`config.mk`:
```
export PLATFORM = sky130hd
export DESIGN_NAME = uart_tx_fifo
export DESIGN_NICKNAME = d
export VERILOG_FILES = /design/src/rtl/uart_tx_fifo.sv
export SDC_FILE = /design/constraint.sdc
export NUM_CORES = 1
export LEC_CHECK = 0
export CORE_AREA = 2 2 72 125
export DETAILED_ROUTE_END_ITERATION = 7
export DIE_AREA = 0 0 74 127
export PLACE_DENSITY = 0.56
export SLEW_MARGIN = 0
export SYNTH_ARGS = -nofsm -noshare
export SYNTH_HDL_FRONTEND = slang
export SYNTH_SLANG_ARGS = --single-unit
```
`constraint.sdc`:
```
create_clock -name clk -period 4.4 [get_ports clk]
set_clock_uncertainty 0.15 [all_clocks]
set_input_delay 1.1 -clock clk [delete_from_list [all_inputs] [get_ports clk]]
set_output_delay 1.1 -clock clk [all_outputs]
set_load 0.01 [all_outputs]
```
`src/rtl/uart_tx_fifo.sv`:
```
// UART transmitter: bus write port -> FIFO -> framed serial output on TxD.
// Optional parity bit when UART_TX_PARITY_EN is defined (PARITY_ODD selects odd parity).
module uart_tx_fifo #(
    parameter int DATA_W        = 8,
    parameter int FIFO_DEPTH    = 4,
    parameter int STOP_BITS     = 1,
    parameter int TICKS_PER_BIT = 16,
    parameter int PARITY_ODD    = 0
) (
    input  logic                          clk,
    input  logic                          rst,
    input  logic                          enable,
    input  logic                          iocs,
    input  logic                          iorw,
    input  logic [1:0]                    ioaddr,
    input  logic [DATA_W-1:0]             databus,
    output logic                          TxD,
    output logic                          tbr,
    output logic                          tx_busy,
    output logic [$clog2(FIFO_DEPTH):0]   fifo_count,
    output logic                          overflow
);
    localparam int PTR_W  = $clog2(FIFO_DEPTH);
    localparam int CNT_W  = PTR_W + 1;
    localparam int TICK_W = (TICKS_PER_BIT > 1) ? $clog2(TICKS_PER_BIT) : 1;
    localparam int BIT_W  = $clog2(DATA_W);

    localparam logic [CNT_W-1:0]  FULL_CNT  = CNT_W'(FIFO_DEPTH);
    localparam logic [TICK_W-1:0] TICK_LAST = TICK_W'(TICKS_PER_BIT - 1);
    localparam logic [BIT_W-1:0]  DATA_LAST = BIT_W'(DATA_W - 1);
    localparam logic [BIT_W-1:0]  STOP_LAST = BIT_W'(STOP_BITS - 1);
    localparam logic              ODD       = 1'(PARITY_ODD);
`ifdef UART_TX_PARITY_EN
    localparam logic HAS_PARITY = 1'b1;
`else
    localparam logic HAS_PARITY = 1'b0;
`endif

    typedef enum logic [2:0] {
        S_IDLE,
        S_START,
        S_DATA,
        S_PARITY,
        S_STOP
    } state_t;

    logic [DATA_W-1:0] mem [FIFO_DEPTH];
    logic [PTR_W-1:0]  wr_ptr, rd_ptr;
    logic [CNT_W-1:0]  count;

    state_t            state;
    logic [TICK_W-1:0] tick_cnt;
    logic [BIT_W-1:0]  bit_cnt;
    logic [DATA_W-1:0] shreg;
    logic              par_bit;
    logic              txd_q;

    logic push_req, push_ok, full, pop, bit_done, frame_done;

    assign push_req   = iocs && !iorw && (ioaddr == 2'b00);
    assign full       = (count == FULL_CNT);
    assign bit_done   = enable && (tick_cnt == TICK_LAST);
    assign frame_done = (state == S_STOP) && bit_done && (bit_cnt == STOP_LAST);
    // A frame ending with data queued starts the next one in the same cycle (no idle gap).
    assign pop        = (count != '0) && ((state == S_IDLE) || frame_done);
    assign push_ok    = push_req && (!full || pop);

    assign TxD        = txd_q;
    assign tbr        = !full;
    assign tx_busy    = (state != S_IDLE);
    assign fifo_count = count;

    always_ff @(posedge clk) begin
        if (push_ok) mem[wr_ptr] <= databus;
    end

    always_ff @(posedge clk or posedge rst) begin
        if (rst) begin
            wr_ptr   <= '0;
            rd_ptr   <= '0;
            count    <= '0;
            overflow <= 1'b0;
        end else begin
            overflow <= push_req && !push_ok;
            if (push_ok) wr_ptr <= wr_ptr + PTR_W'(1);
            if (pop)     rd_ptr <= rd_ptr + PTR_W'(1);
            case ({push_ok, pop})
                2'b10:   count <= count + CNT_W'(1);
                2'b01:   count <= count - CNT_W'(1);
                default: count <= count;
            endcase
        end
    end

    always_ff @(posedge clk or posedge rst) begin
        if (rst) begin
            state    <= S_IDLE;
            txd_q    <= 1'b1;
            tick_cnt <= '0;
            bit_cnt  <= '0;
            shreg    <= '0;
            par_bit  <= 1'b0;
        end else if (pop) begin
            state    <= S_START;
            txd_q    <= 1'b0;
            tick_cnt <= '0;
            bit_cnt  <= '0;
            shreg    <= mem[rd_ptr];
            par_bit  <= (^mem[rd_ptr]) ^ ODD;
        end else if (enable && (state != S_IDLE)) begin
            if (!bit_done) begin
                tick_cnt <= tick_cnt + TICK_W'(1);
            end else begin
                tick_cnt <= '0;
                case (state)
                    S_START: begin
                        state   <= S_DATA;
                        txd_q   <= shreg[0];
                        bit_cnt <= '0;
                    end
                    S_DATA: begin
                        if (bit_cnt == DATA_LAST) begin
                            state   <= HAS_PARITY ? S_PARITY : S_STOP;
                            txd_q   <= HAS_PARITY ? par_bit : 1'b1;
                            bit_cnt <= '0;
                        end else begin
                            bit_cnt <= bit_cnt + BIT_W'(1);
                            shreg   <= shreg >> 1;
                            txd_q   <= shreg[1];
                        end
                    end
                    S_PARITY: begin
                        state   <= S_STOP;
                        txd_q   <= 1'b1;
                        bit_cnt <= '0;
                    end
                    S_STOP: begin
                        if (bit_cnt == STOP_LAST) state <= S_IDLE;
                        else bit_cnt <= bit_cnt + BIT_W'(1);
                    end
                    default: begin
                        state <= S_IDLE;
                        txd_q <= 1'b1;
                    end
                endcase
            end
        end
    end
endmodule

```
==> flow_summary_export.csv <==
group,metric,value,unit
outcome,status,"complete, no violations",
finish,instances_no_fill,349,
floorplanning,dieWidth,74,µm
timing,fin_crit,3340,ps
setup_path,start_kind,"input pin",
finish,fin_nets,253,
grt,grt_max_degree,28,
grt,grtUsageTotal,13.1,%
route,ant_nets,0,
logic_synthesis,synth_top_area_share,33.7,%
setup_path,r2r-end,"fifo_count[2]$_DFFE_PP0P_",
logic_synthesis,synth_area_leaders,"edfxtp_1, dfrtp_1, mux4_2",
hold_path,holdCritPathClass,"reg2reg",
route,drtIter0Drc,48,
timing,period_share,76.0,%
cts,clk_pin_slew,50,ps
route,num_vias,1641,
timing,final.setup.tns,0,ps
cts,cts-buffers-inserted,9,
power_and_ir_drop,p_int,1540,µW
logic_synthesis,yosys.area_share.simple,13.5,%
cts,cts-hold-fix-buffers,0,
finish,num-fill-cells,768,
floorplanning,rows,44,
grt,grt_overflow,0,
logic_synthesis,yosys-mux-area-fraction,10.7,%
grt,grt_first_pass_wirelength,9050,µm
logic_synthesis,yosysWarnings,0,
logic_synthesis,synth_compound_area_share,9.04,%
floorplanning,die_h,127,µm
setup_path,r2r-start,"state[0]$_DFFE_PP0P_",
hold_path,hold_path.startpoint,"shreg[5]$_DFFE_PP0P_",
place,place_area,0.00315,mm²
power_and_ir_drop,ir_drop,266,µV
cts,cts_buffer_depth,2,
logic_synthesis,ys_seq_area_share,57.4,%
route,postRouteWirelength,5110,µm
floorplanning,io_pins,22,
finish,n_antenna_cell,0,
logic_synthesis,synth_xor_area_share,2.15,%
timing,relSlewSlack,28.0,%
setup_path,required,4460,ps
finish,post-route-cell-area,0.00347,mm²
power_and_ir_drop,p_seq_share,37.2,%
place,hpwl,3820,µm
finish,mostFrequentLayoutCells,"edfxtp_1, dfrtp_1, clkdlybuf4s50_1",
setup_path,path_max_fanout,14,
logic_synthesis,netlist_instances,205,
timing,rsz0062_at_grt,"false",
grt,antenna_found_initial,0,
hold_path,hold_path_depth,2,
power_and_ir_drop,switchingPower,699,µW
logic_synthesis,synthArstFlopShare,45.8,%
setup_path,endpoint_kind,"flop",
logic_synthesis,ys.flop_type,"edfxtp_1",
grt,grt_pass1_vias,1835,
setup_path,worstRegToRegCells,8,
route,via_per_inst,4.70,
cts,post_cts_resized,0,
cts,clock-root-buffer,"clkbuf_16",
finish,area_growth,21.7,%
power_and_ir_drop,combPwrFrac,29.6,%
logic_synthesis,syn_nets,229,
cts,post_cts_buffers,0,
setup_path,crit_arrival,3400,ps
timing,hold_violations,0,
route,first_pass_iters,4,
logic_synthesis,ys_types,57,
hold_path,worstHoldEndpoint,"shreg[5]$_DFFE_PP0P_",
cts,clk-insertion-delay-late,320,ps
cts,clock-sinks,59,
timing,finalMaxSlewViolations,0,
floorplanning,start_util,34.3,%
logic_synthesis,synth_area,0.00285,mm²
route,drc,0,
place,dp_cells,333,
setup_path,reg2reg_slack,1790,ps
power_and_ir_drop,power_density,645,mW/mm²
flow_run,drv_cap,0,
logic_synthesis,postSynthAreaPerCell,13.9,µm²
logic_synthesis,synth_seq_cells,59,
timing,setup_viol,0,
place,io_buffers,21,
logic_synthesis,synth_fa_ha_area_share,4.21,%
timing,max_slew.worst_pin.slew,1080,ps
power_and_ir_drop,p_sw_share,31.2,%
logic_synthesis,yosys.area.top_type,"edfxtp_1",
floorplanning,dieArea,0.00940,mm²
finish,final_common_cell,"edfxtp_1",
power_and_ir_drop,p_leak,0.00127,µW
finish,drive_gt1_share,20.1,%
floorplanning,core_area,0.00831,mm²
cts,cts_tree,"yes",
setup_path,critPathKind,"in2reg",
cts,htree_levels,3,
logic_synthesis,synth_top_family_by_area,"simple AND/OR/NAND/NOR gates",
logic_synthesis,synth_edf_count,32,
timing,max_freq,299,MHz
route,wl_per_cell,14.6,µm
power_and_ir_drop,pwr-share-clk,33.1,%
place,place.gp.congestion,0.830,
-- layout make-up --
| type | count | area, µm² | area share, % |
|---|---|---|---|
| sequential | 59 | 1640 | 47.2 |
| multi-input combinational | 129 | 1130 | 32.5 |
| timing repair buffer | 21 | 210 | 6.05 |
| clock inverter | 7 | 92.6 | 2.67 |
| clock buffer | 9 | 225 | 6.49 |
| tap | 115 | 144 | 4.14 |
| inverter | 9 | 33.8 | 0.973 |
-- metrics by stage --
step | hold WS (ps) | setup WS (ps) | util, % | power (µW)
3_5_place_dp | 326 | 714 | 37.9 | 1530
4_1_cts | 336 | 1050 | 41.8 | 2280
2_1_floorplan | 305 | 1490 | - | 1350
3_3_place_gp | 320 | 741 | 37.9 | 1520
5_1_grt | 377 | 822 | 41.8 | 2390
6_report | 330 | 1060 | 41.8 | 2240
-- worst max-delay path by stage --
stage / startpoint / depth (start not counted) / to / slack (ps)
2_1_floorplan: enable / 9 / fifo_count[2]$_DFFE_PP0P_ / 1490
3_3_place_gp: enable / 9 / fifo_count[2]$_DFFE_PP0P_ / 740
3_5_place_dp: enable / 9 / fifo_count[2]$_DFFE_PP0P_ / 710
4_1_cts: enable / 9 / fifo_count[2]$_DFFE_PP0P_ / 1050
5_1_grt: enable / 9 / fifo_count[2]$_DFFE_PP0P_ / 820
6_report: enable / 9 / fifo_count[2]$_DFFE_PP0P_ / 1060
-- routing by layer --
metal	share of wire [%]	vias up	GRT usage, %
met5	0	-	0
met4	2.9	0	7.17
met3	2.7	13	3.39
met2	56	24	22.6
met1	38	798	14.1
li1	-	806	-
-- critical path: stages --
cell	delay (ps)
clkdlybuf4s50_1	590
nand4_2	200
o21a_2	300
nor2_8	260
nand2_1	110
fa_1	400
nor3_1	200
a21oi_1	110
xnor2_1	120
-- sequential cells by signal (all words and copies together), names as in the netlist --
name,flops
overflow,1
state,3
tick_cnt,4
mem,32
bit_cnt,3
rd_ptr,2
TxD,1
shreg,8
wr_ptr,2
fifo_count,3
-- synthesized netlist by cell type (all sizes together) (3+ instances only) --
master and number:
and2 4, a22o 3, nor3 6, dfrtp 26, nand2 18, nor2 13
nand2b 3, nand3 3, inv 9, buf 5, a21oi 6, clkbuf 3
xnor2 7, o21ai 9, or2 3, mux4 8, edfxtp 32, mux2i 9
ha 8
-- kinds of logic (layout without fill, tap and decap cells) --
logic type      after synthesis  in the layout
compound gates               34             34
buf+inv                      17             46
xor+xnor                      7              7
flops                        59             59
mux                          19             19
fa+ha+maj                     9              9
simple gates                 60             60
-- power by group through the flow --
| stage | clock (µW) | sequential, µW | combinational [µW] |
|---|---|---|---|
| after floorplan | 0 | 771 | 578 |
| after global placement | 0 | 845 | 672 |
| after detailed placement | 0 | 848 | 680 |
| after CTS | 757 | 839 | 681 |
| after global routing | 783 | 858 | 748 |
| final | 742 | 834 | 663 |
(Power assumes the default switching activity.)
